`config.mk`:
```
export PLATFORM = sky130hd
export DESIGN_NAME = logic_unit_pipe_flat
export DESIGN_NICKNAME = d
export VERILOG_FILES = /design/src/rtl/logic_unit_pkg.sv /design/src/rtl/logic_unit_pipe_if.sv /design/src/rtl/logic_unit_pipe_chk.sv /design/src/rtl/zero_detect_tree.sv /design/src/rtl/logic_unit_pipe.sv /design/src/flat_wrapper.sv
export SDC_FILE = /design/constraint.sdc
export NUM_CORES = 1
export LEC_CHECK = 0
export BUFFER_PORTS_ARGS = -buffer_cell sky130_fd_sc_hd__buf_2
export CAP_MARGIN = 20
export CORE_UTILIZATION = 50
export CTS_CLUSTER_DIAMETER = 200
export CTS_CLUSTER_SIZE = 12
export DETAILED_ROUTE_END_ITERATION = 12
export GPL_TIMING_DRIVEN = 0
export PLACE_DENSITY = 0.75
export SETUP_SLACK_MARGIN = 0.15
export SYNTH_ARGS = -nofsm -noshare
export SYNTH_HDL_FRONTEND = slang
export SYNTH_SLANG_ARGS = --single-unit
```
`constraint.sdc`:
```
create_clock -name clk -period 2.1 [get_ports clk]
set_input_delay 0.525 -clock clk [delete_from_list [all_inputs] [get_ports clk]]
set_output_delay 0.525 -clock clk [all_outputs]
set_load 0.1 [all_outputs]
```
`src/rtl/logic_unit_pkg.sv`:
```
// Shared types and constants for the pipelined bitwise logic unit.
// The op encodings match the execute-stage decoder.
package logic_unit_pkg;

    typedef enum logic [2:0] {
        OP_AND  = 3'b000,
        OP_ORR  = 3'b001,
        OP_EOR  = 3'b010,
        OP_BIC  = 3'b011,
        OP_ORN  = 3'b100,
        OP_EON  = 3'b101,
        OP_MOVA = 3'b110,
        OP_MVNB = 3'b111
    } op_t;

    localparam int FLAG_N = 3;
    localparam int FLAG_Z = 2;
    localparam int FLAG_C = 1;
    localparam int FLAG_V = 0;

    typedef logic [3:0] nzcv_t;

    // Logic ops never produce carry or overflow, so only N and Z are live.
    function automatic nzcv_t logic_flags(input logic n, input logic z);
        nzcv_t f;
        f         = 4'b0000;
        f[FLAG_N] = n;
        f[FLAG_Z] = z;
        f[FLAG_C] = 1'b0;
        f[FLAG_V] = 1'b0;
        return f;
    endfunction

endpackage

```
`src/rtl/logic_unit_pipe_if.sv`:
```
// Op/result handshake bundle between the issue logic, the logic unit and writeback.
interface logic_unit_pipe_if #(
    parameter int WIDTH = 64,
    parameter int TAG_W = 5
);
    import logic_unit_pkg::*;

    logic             in_valid;
    logic             in_ready;
    logic [WIDTH-1:0] a;
    logic [WIDTH-1:0] b;
    logic [2:0]       op;
    logic             set_flags;
    logic [TAG_W-1:0] tag_in;
    logic             out_valid;
    logic             out_ready;
    logic [WIDTH-1:0] result;
    logic [TAG_W-1:0] tag_out;
    nzcv_t            res_flags;
    nzcv_t            nzcv;

    modport master (
        output in_valid, a, b, op, set_flags, tag_in, out_ready,
        input  in_ready, out_valid, result, tag_out, res_flags, nzcv
    );

    modport slave (
        input  in_valid, a, b, op, set_flags, tag_in, out_ready,
        output in_ready, out_valid, result, tag_out, res_flags, nzcv
    );

endinterface

```
`src/rtl/logic_unit_pipe_chk.sv`:
```
// Protocol properties of the logic unit pipeline, checked on the live signals.
module logic_unit_pipe_chk
    import logic_unit_pkg::*;
#(
    parameter int WIDTH = 64,
    parameter int TAG_W = 5
) (
    input logic             clk,
    input logic             reset_n,
    input logic             flush,
    input logic             in_ready,
    input logic             out_valid,
    input logic             out_ready,
    input logic [WIDTH-1:0] result,
    input logic [TAG_W-1:0] tag_out,
    input logic             s2_setf,
    input nzcv_t            nzcv
);

    property p_out_hold;
        @(posedge clk) disable iff (!reset_n)
            (out_valid && !out_ready && !flush) |=> (out_valid && $stable(result) && $stable(tag_out));
    endproperty

    property p_flush_blocks_input;
        @(posedge clk) disable iff (!reset_n)
            flush |-> !in_ready;
    endproperty

    property p_nzcv_only_on_flag_handshake;
        @(posedge clk) disable iff (!reset_n)
            !(out_valid && out_ready && s2_setf) |=> $stable(nzcv);
    endproperty

    a_out_hold:    assert property (p_out_hold);
    a_flush_block: assert property (p_flush_blocks_input);
    a_nzcv_stable: assert property (p_nzcv_only_on_flag_handshake);

endmodule

```
`src/rtl/zero_detect_tree.sv`:
```
// Second-level zero detect: OR-reduces the per-group OR vector and inverts it.
module zero_detect_tree #(
    parameter int N = 16
) (
    input  logic [N-1:0] grp_vec,
    output logic         zero
);

    logic any_s;

    // Fold every group bit into a single "anything set" flag.
    always_comb begin
        any_s = 1'b0;
        for (int i = 0; i < N; i++) begin
            any_s = any_s | grp_vec[i];
        end
    end

    assign zero = ~any_s;

endmodule

```
`src/rtl/logic_unit_pipe.sv`:
```
// Two-stage pipelined bitwise logic unit with valid/ready handshake, flush,
// destination tag pass-through and an architectural NZCV register.
module logic_unit_pipe
    import logic_unit_pkg::*;
#(
    parameter int WIDTH = 64,
    parameter int GROUP = 4,
    parameter int TAG_W = 5
) (
    input logic             clk,
    input logic             reset_n,
    input logic             flush,
    logic_unit_pipe_if.slave bus
);

    localparam int NGRP = WIDTH / GROUP;

    logic [WIDTH-1:0] op_res_s;
    logic [NGRP-1:0]  grp_s;
    logic             accept_s;
    logic             s2_adv_s;
    logic             in_ready_s;
    logic             out_hs_s;
    logic             z_s;
    nzcv_t            flags_s;

    logic             s1_valid_r;
    logic [WIDTH-1:0] s1_result_r;
    logic [TAG_W-1:0] s1_tag_r;
    logic             s1_setf_r;
    logic [NGRP-1:0]  s1_grp_r;

    logic             s2_valid_r;
    logic [WIDTH-1:0] s2_result_r;
    logic [TAG_W-1:0] s2_tag_r;
    logic             s2_setf_r;
    nzcv_t            s2_flags_r;
    nzcv_t            nzcv_r;

    // Stage 2 takes s1 when it is empty or draining; s1 refills behind it in the same edge.
    assign s2_adv_s   = s1_valid_r & (~s2_valid_r | bus.out_ready);
    assign in_ready_s = (~s1_valid_r | s2_adv_s) & ~flush;
    assign accept_s   = bus.in_valid & in_ready_s;
    assign out_hs_s   = s2_valid_r & bus.out_ready;

    // Operand logic for the eight encodings.
    always_comb begin
        op_res_s = {WIDTH{1'b0}};
        case (op_t'(bus.op))
            OP_AND:  op_res_s = bus.a & bus.b;
            OP_ORR:  op_res_s = bus.a | bus.b;
            OP_EOR:  op_res_s = bus.a ^ bus.b;
            OP_BIC:  op_res_s = bus.a & ~bus.b;
            OP_ORN:  op_res_s = bus.a | ~bus.b;
            OP_EON:  op_res_s = bus.a ^ ~bus.b;
            OP_MOVA: op_res_s = bus.a;
            OP_MVNB: op_res_s = ~bus.b;
            default: op_res_s = {WIDTH{1'b0}};
        endcase
    end

    // First-level zero detect: one OR per GROUP-bit slice, finished in stage 2.
    always_comb begin
        grp_s = {NGRP{1'b0}};
        for (int g = 0; g < NGRP; g++) begin
            grp_s[g] = |op_res_s[g*GROUP +: GROUP];
        end
    end

    zero_detect_tree #(
        .N (NGRP)
    ) u_zero_detect (
        .grp_vec (s1_grp_r),
        .zero    (z_s)
    );

    // Flags of the op currently in stage 1, captured into stage 2 on advance.
    always_comb begin
        flags_s = logic_flags(s1_result_r[WIDTH-1], z_s);
    end

    // Stage 1 register: flush drops the op; data is left as is since valid gates it.
    always_ff @(posedge clk or negedge reset_n) begin
        if (!reset_n) begin
            s1_valid_r  <= 1'b0;
            s1_result_r <= {WIDTH{1'b0}};
            s1_tag_r    <= {TAG_W{1'b0}};
            s1_setf_r   <= 1'b0;
            s1_grp_r    <= {NGRP{1'b0}};
        end else if (flush) begin
            s1_valid_r  <= 1'b0;
        end else if (accept_s) begin
            s1_valid_r  <= 1'b1;
            s1_result_r <= op_res_s;
            s1_tag_r    <= bus.tag_in;
            s1_setf_r   <= bus.set_flags;
            s1_grp_r    <= grp_s;
        end else if (s2_adv_s) begin
            s1_valid_r  <= 1'b0;
        end else begin
            s1_valid_r  <= s1_valid_r;
        end
    end

    // Stage 2 / output register: holds while stalled, drops after a handshake with nothing behind.
    always_ff @(posedge clk or negedge reset_n) begin
        if (!reset_n) begin
            s2_valid_r  <= 1'b0;
            s2_result_r <= {WIDTH{1'b0}};
            s2_tag_r    <= {TAG_W{1'b0}};
            s2_setf_r   <= 1'b0;
            s2_flags_r  <= 4'b0000;
        end else if (flush) begin
            s2_valid_r  <= 1'b0;
        end else if (s2_adv_s) begin
            s2_valid_r  <= 1'b1;
            s2_result_r <= s1_result_r;
            s2_tag_r    <= s1_tag_r;
            s2_setf_r   <= s1_setf_r;
            s2_flags_r  <= flags_s;
        end else if (bus.out_ready) begin
            s2_valid_r  <= 1'b0;
        end else begin
            s2_valid_r  <= s2_valid_r;
        end
    end

    // Architectural flags commit on the output handshake, even one coincident with flush.
    always_ff @(posedge clk or negedge reset_n) begin
        if (!reset_n) begin
            nzcv_r <= 4'b0000;
        end else if (out_hs_s && s2_setf_r) begin
            nzcv_r <= s2_flags_r;
        end else begin
            nzcv_r <= nzcv_r;
        end
    end

    assign bus.in_ready  = in_ready_s;
    assign bus.out_valid = s2_valid_r;
    assign bus.result    = s2_result_r;
    assign bus.tag_out   = s2_tag_r;
    assign bus.res_flags = s2_flags_r;
    assign bus.nzcv      = nzcv_r;

    logic_unit_pipe_chk #(
        .WIDTH (WIDTH),
        .TAG_W (TAG_W)
    ) u_chk (
        .clk       (clk),
        .reset_n   (reset_n),
        .flush     (flush),
        .in_ready  (in_ready_s),
        .out_valid (s2_valid_r),
        .out_ready (bus.out_ready),
        .result    (s2_result_r),
        .tag_out   (s2_tag_r),
        .s2_setf   (s2_setf_r),
        .nzcv      (nzcv_r)
    );

endmodule

```
`src/flat_wrapper.sv`:
```
// flat-port wrapper written by rule: the top's interface ports become plain ports
module logic_unit_pipe_flat import logic_unit_pkg::*;
#(
    parameter int WIDTH = 64,
    parameter int GROUP = 4,
    parameter int TAG_W = 5
)
  (clk, reset_n, flush, bus_in_valid, bus_a, bus_b, bus_op, bus_set_flags, bus_tag_in, bus_out_ready, bus_in_ready, bus_out_valid, bus_result, bus_tag_out, bus_res_flags, bus_nzcv);
  logic_unit_pipe_if #(.WIDTH(WIDTH), .TAG_W(TAG_W)) bus_i ();
  input logic clk;
  input logic reset_n;
  input logic flush;
  input wire logic [$bits(bus_i.in_valid)-1:0] bus_in_valid;
  input wire logic [$bits(bus_i.a)-1:0] bus_a;
  input wire logic [$bits(bus_i.b)-1:0] bus_b;
  input wire logic [$bits(bus_i.op)-1:0] bus_op;
  input wire logic [$bits(bus_i.set_flags)-1:0] bus_set_flags;
  input wire logic [$bits(bus_i.tag_in)-1:0] bus_tag_in;
  input wire logic [$bits(bus_i.out_ready)-1:0] bus_out_ready;
  output wire logic [$bits(bus_i.in_ready)-1:0] bus_in_ready;
  output wire logic [$bits(bus_i.out_valid)-1:0] bus_out_valid;
  output wire logic [$bits(bus_i.result)-1:0] bus_result;
  output wire logic [$bits(bus_i.tag_out)-1:0] bus_tag_out;
  output wire logic [$bits(bus_i.res_flags)-1:0] bus_res_flags;
  output wire logic [$bits(bus_i.nzcv)-1:0] bus_nzcv;
  assign bus_i.in_valid = bus_in_valid;
  assign bus_i.a = bus_a;
  assign bus_i.b = bus_b;
  assign bus_i.op = bus_op;
  assign bus_i.set_flags = bus_set_flags;
  assign bus_i.tag_in = bus_tag_in;
  assign bus_i.out_ready = bus_out_ready;
  assign bus_in_ready = bus_i.in_ready;
  assign bus_out_valid = bus_i.out_valid;
  assign bus_result = bus_i.result;
  assign bus_tag_out = bus_i.tag_out;
  assign bus_res_flags = bus_i.res_flags;
  assign bus_nzcv = bus_i.nzcv;
  logic_unit_pipe #(.WIDTH(WIDTH), .GROUP(GROUP), .TAG_W(TAG_W)) u_core (.clk(clk), .reset_n(reset_n), .flush(flush), .bus(bus_i));
endmodule
```
; ---- Yosys cells after proc, flatten, opt, wreduce, memory -nomap -nowiden
; Cells that the tools add are included.
[classes]
reduce_logical = 22
eq_ne = 7
bitwise_logic = 32
muxes = 7
[op_table]
columns = operator, count
row1 = one-hot mux 64 bit (8 select lines), 1
row2 = bitwise AND 64 bit, 2
row3 = OR 64 bit, 2
row4 = bitwise XOR 64 bit, 2
row5 = NOT 64 bit, 1
row6 = OR reduction 4 bit, 16
row7 = OR 1 bit, 17
row8 = "== test 3 bit, second input constant", 4
row9 = "== test 3 x 2 -> 1 bit, second input constant", 2
row10 = 2-to-1 mux 1 bit, 6
row11 = nonzero test 3 bit, 2
row12 = bitwise AND 1 bit, 4
row13 = NOT 1 bit, 4
row14 = AND reduction 2 bit, 2
row15 = "== test 3 x 1 -> 1 bit, second input constant", 1
row16 = zero test 3 bit, 1
row17 = logical AND 1 bit, 1
[word_totals]
word_cells = 79
output_inout_bits = 79
reg_bits = 162

; ---- Longest topological paths before layout
[logic_depth]
word_depth = 16
depth_mapped = 8
mapped_depth_nobuf = 5

; ---- Cells and area by module
; A second synthesis with hierarchy kept.
[unflattened]
hier_cells = 1089
hier_area_um2 = 10263.6
[by_module_without_submodules]
columns = mod, instances, seq_area_each_um2, area_per_inst_um2, cells_per_inst
row1 = logic_unit_pipe, 1, 4028.9, 10229.8, 1084
row2 = zero_detect_tree, 1, 0.0, 33.8, 5

; ---- Least setup slack after synthesis
; OpenSTA, ideal clock, no wires.
[synth_timing]
kind = register -> register
start = register u_core.s2_valid_r, in the netlist u_core.bus.out_valid
end = register u_core.s1_result_r[10]
t_required_ps = 1975
n_path_buf = 2
synth_period_minus_slack_ps = 3837
t_arrival_ps = 3712
path_stages_with_launch = 7
setup_time_ps = 125
path_slack_ps = -1737
path_cell_list = dfrtp_1 nor2b_1 a21oi_1 and2_1 buf_2 clkbuf_1 mux2_2
[synth_via]
elab_chain_len = 7
[synth_lines]
columns = element, line_no
row1 = from (decl), logic_unit_pipe.sv:33  ; logic s2_valid_r;
row2 = from (signal assigned), logic_unit_pipe.sv:124  ; s2_valid_r <= s2_valid_r;
row3 = NOT 1 bit, logic_unit_pipe.sv:41  ; assign s2_adv_s = s1_valid_r & (~s2_valid_r | bus.out_ready);
row4 = OR 1 bit, logic_unit_pipe.sv:41
row5 = bitwise AND 1 bit, logic_unit_pipe.sv:41
row6 = OR 1 bit, logic_unit_pipe.sv:42  ; assign in_ready_s = (~s1_valid_r | s2_adv_s) & ~flush;
row7 = bitwise AND 1 bit, logic_unit_pipe.sv:42
row8 = net bus_in_ready, flat_wrapper.sv:20  ; output wire logic [$bits(bus_i.in_ready)-1:0] bus_in_ready;
row9 = bitwise AND 1 bit, logic_unit_pipe.sv:43  ; assign accept_s = bus.in_valid & in_ready_s;
row10 = AND reduction 2 bit (no source line), n/a
row11 = to (signal assigned), logic_unit_pipe.sv:86  ; s1_result_r <= {WIDTH{1'b0}};
row12 = to (signal assigned), logic_unit_pipe.sv:94  ; s1_result_r <= op_res_s;
row13 = to (decl), logic_unit_pipe.sv:28  ; logic [WIDTH-1:0] s1_result_r;
; The timed path passes the listed nets, and every way through them passes these cells.
; A chain may end at the register's enable or synchronous reset.

; ---- Final worst setup path
[layout_timing]
start = register u_core.s2_valid_r, in the netlist u_core.bus.out_valid
end = output port bus_in_ready
[layout_via]
elab_chain_len = 5
[layout_lines]
columns = element, line_no
row1 = NOT 1 bit, logic_unit_pipe.sv:41
row2 = OR 1 bit, logic_unit_pipe.sv:41
row3 = bitwise AND 1 bit, logic_unit_pipe.sv:41
row4 = OR 1 bit, logic_unit_pipe.sv:42
row5 = bitwise AND 1 bit, logic_unit_pipe.sv:42
row6 = to (decl), flat_wrapper.sv:20
; Every way passes these cells.

==> metrics.md <==
| Metric | Value |
|---|---|
| Outcome | `complete, but fails checks` |
| Failing checks | `hold timing` |
| IO Port Bufs | `215` |
| Antenna violations before repair | `9` |
| Cts hold-fix bufs | `0` |
| Fin nets | `1409` |
| Placeable Area | `0.01946 mm²` |
| Routed vias/inst | `6.176` |
| Syn Area/Cell | `9.817 µm²` |
| Peak supply drop | `557.0 µV` |
| Initial Util | `0.5090` |
| R2r setup slk | `0.16 ns` |
| Wire per inst | `21.01 µm` |
| Setup violators final | `0` |
| Post-Synthesis Cells | `1009` |
| R2r startpoint | `u_core.bus.out_valid$_DFFE_PN0P_` |
| Pleak | `0.005403 µW` |
| Reg2reg path depth | `7` |
| Largest net degree at the start of global routing | `108` |
| Synth Register Bits | `161` |
| IO Pins | `221` |
| Clock latency on the worst-skew pair | `0.44 ns` |
| First-pass GRT wire length | `50.16 mm` |
| Total GRT Usage | `0.3264` |
| Worst setup SP type | `flop` |
| Multi-input logic area | `0.005667 mm²` |
| Final hold slack | `-0.005602 ns` |
| Crit path kind | `flop to output port` |
| Die width | `142.8 µm` |
| Distinct cells, synth | `38` |
| Via count | `9585` |
| Data arrival, critical path | `1.44 ns` |
| Critical R2R Capture | `u_core.s1_grp_r[3]$_DFFE_PN0P_` |
| Period Utilization, post-route | `0.9355` |
| Clk pin slew, worst setup/hold paths | `0.07 ns` |
| Power per Cell Area | `1041 mW/mm²` |
| Share of cells above drive strength 1 | `0.3789` |
| Filler Cell Count | `1639` |
| Die footprint | `0.02038 mm²` |
| Number of global-route vias before repair | `9007` |
| Height of the die | `142.8 µm` |
| Hold Crit Class | `primary input to async pin` |
| Htree depth | `4` |
| Crit-path max cell delay | `0.48 ns` |
| Crit-path cells | `nor2b_4 -> a21oi_4 -> buf_12` |
| Root buffer cell | `clkbuf_16` |
| Slew margin rel. | `0.5477` |
| CTS sink cnt | `161` |
| Inserted Clock Buffers | `17` |
| DRT iter0 DRCs | `974` |
| Crit end category | `output port` |
| Post-Syn Area | `0.009906 mm²` |
| Total wire length | `32.61 mm` |
| Grt total ovfl | `0` |
| DP Cell Count | `1493` |
| Seq/Total Area, Yosys | `0.4067` |
| Dpl hpwl | `23.64 mm` |
| Antenna Nets Post-Route | `0` |
| Synthesis-to-layout area growth | `27.21%` |
| Final hold violations | `2` |
| Sequential cell area | `0.004033 mm²` |
| Slew Viols, Final | `0` |
| Clock Tree Buf Depth | `2` |
| TritonRoute pass-1 iters | `6` |
| Number of max-cap violations | `0` |
| RSZ-0062 raised after global routing | `true` |
| CP required | `1.57 ns` |
| Clock Skews | `0.009782 ns` |
| CTS tree | `done` |
| Yosys Warn Count | `0` |
| Worst Path Max Fanout | `4` |
| CP max-delay cell | `dfrtp_4` |
| Slew @ Worst Pin | `0.6722 ns` |
| Crit path time final | `1.965 ns` |
| DRC viols | `0` |
| Fmax | `509.0 MHz` |
| Fin cells | `1552` |
| Gpl congestion | `0.9039` |
| # rows | `51` |
-- synthesized netlist by cell type --
master | instances | area (µm²)
maj3_1 | 45 | 450.4
dfrtp_1 | 161 | 4029
o21a_1 | 16 | 120.1
nor2b_1 | 68 | 425.4
nand4_1 | 1 | 6.260
a21oi_1 | 51 | 255.2
buf_1 | 11 | 41.29
o32a_1 | 16 | 160.2
conb_1 | 1 | 3.750
o211ai_1 | 15 | 112.6
nor4_1 | 4 | 25.02
nand3_1 | 1 | 5.000
inv_2 | 1 | 3.750
a22o_1 | 1 | 8.760
o21ai_1 | 1 | 5.000
nand2_1 | 102 | 382.9
buf_6 | 4 | 45.04
mux2i_1 | 1 | 10.01
o311ai_0 | 1 | 8.760
or4bb_1 | 32 | 360.4
nor2_1 | 20 | 75.07
nand4b_1 | 1 | 8.760
and2_1 | 1 | 6.260
o31ai_1 | 15 | 112.6
o2bb2a_1 | 15 | 150.1
a31oi_1 | 15 | 93.84
or3b_2 | 1 | 8.760
a22oi_1 | 17 | 127.6
a221oi_1 | 47 | 411.6
a211oi_1 | 32 | 240.2
maj3_2 | 18 | 202.7
mux2_2 | 88 | 991.0
inv_1 | 17 | 63.81
nand2b_1 | 47 | 294.0
clkbuf_1 | 50 | 187.7
buf_4 | 5 | 37.54
o21ai_0 | 65 | 325.3
buf_2 | 22 | 110.1
-- layer usage --
metal / up-vias / wire length (µm) / track usage
li1: 4268 / - / -
met1: 4671 / 13400 / 0.4288
met2: 540 / 15140 / 0.5191
met3: 96 / 2918 / 0.07780
met4: 10 / 1079 / 0.1290
met5: - / 69 / 0
-- final cells by class --
type / instances / area share
antenna: 7 / 0.001390
clock inverter: 12 / 0.009830
buffer: 92 / 0.04806
sequential: 161 / 0.3200
timing repair buffer: 236 / 0.1031
inverter: 18 / 0.005362
tap: 265 / 0.02631
clock buffer: 20 / 0.03624
multi-input combinational: 741 / 0.4497
-- worst max-delay path, delay by kind of cell, from the launching register on --
kind	cells	cell delay, ns
DFF	1	0.48
and+or+nand+nor	1	0.15
AOI/OAI and AO/OA	1	0.18
buffers and inverters	1	0.20
-- per-stage QoR --
step | TNS [ns] | instance area (µm²) | power [µW] | utilization | setup slack [ns]
after detailed placement | -33.74 | 11470 | 9864 | 0.5893 | -0.9991
after CTS | 0 | 12370 | 13060 | 0.6354 | 0.1217
final | 0 | 12600 | 13120 | 0.6474 | 0.1354
after global placement | -338.58 | 11430 | 9758 | 0.5874 | -2.455
after floorplan | -11.82 | 10020 | 8653 | - | -0.2872
after global routing | 0 | 12590 | 13580 | 0.6471 | 0.08551
-- registers in the layout, indices dropped and copies added (netlist names) --
register,count
u_core.s1_grp_r,16
u_core.bus.res_flags,2
u_core.s1_valid_r,1
u_core.s1_result_r,64
u_core.s2_setf_r,1
u_core.s1_setf_r,1
u_core.bus.nzcv,2
u_core.bus.tag_out,5
u_core.bus.result,63
u_core.s1_tag_r,5
u_core.bus.out_valid,1
-- cells by family (layout without fill, tap and decap cells) --
family | after synthesis | count (layout) | share of synthesized area
AO/OA/AOI/OAI | 307 | 307 | 0.2152
adder cells (fa/ha/maj) | 63 | 63 | 0.06593
buffers and inverters | 110 | 378 | 0.04939
flip-flops | 161 | 161 | 0.4067
multiplexers | 89 | 89 | 0.1010
other | 1 | 11 | 0.0003786
AND/OR/NAND/NOR | 278 | 278 | 0.1613
-- power breakdown --
part	leakage, µW	total (µW)	internal, µW	switching, µW
combinational	0.00323	5860	1350	4510
sequential	0.00190	4150	3790	363
clock	0.000278	3110	1720	1390
-- worst max-delay path by stage --
stage / endpoint / from / cells after the start / slack (ns)
2_1_floorplan: u_core.s1_result_r[38]$_DFFE_PN0P_ / u_core.bus.out_valid$_DFFE_PN0P_ / 6 / -0.29
3_3_place_gp: u_core.bus.out_valid$_DFFE_PN0P_ / reset_n / 1 / -2.45
3_5_place_dp: u_core.s1_grp_r[5]$_DFFE_PN0P_ / bus_op[2] / 9 / -1.0
4_1_cts: bus_in_ready / u_core.bus.out_valid$_DFFE_PN0P_ / 3 / 0.12
5_1_grt: bus_in_ready / u_core.bus.out_valid$_DFFE_PN0P_ / 3 / 0.09
6_report: bus_in_ready / u_core.bus.out_valid$_DFFE_PN0P_ / 3 / 0.14
-- cell usage in the layout, fill, tap and decap left out, drive strengths merged, types with 7 or more instances in the layout --
cell type / netlist / routed
buf: 42 / 275
o211ai: 15 / 15
clkbuf: 50 / 73
maj3: 63 / 63
nor2: 20 / 20
nand2b: 47 / 47
a221oi: 47 / 47
nand2: 102 / 102
nor2b: 68 / 68
a21oi: 51 / 51
o31ai: 15 / 15
dfrtp: 161 / 161
inv: 18 / 22
o2bb2a: 15 / 15
a211oi: 32 / 32
diode: 0 / 7
or4bb: 32 / 32
a22oi: 17 / 17
o32a: 16 / 16
mux2: 88 / 88
o21ai: 66 / 66
o21a: 16 / 16
a31oi: 15 / 15
-- repair_timing --
action | 4_1_cts | 5_1_grt
pin swaps | 13 | 23
gates cloned | 0 | 1
endpoints found under the setup margin | 57 | 57
buffers inserted | 10 | 9
resized for setup | 67 | 58
Power figures use the tool's default switching activity.
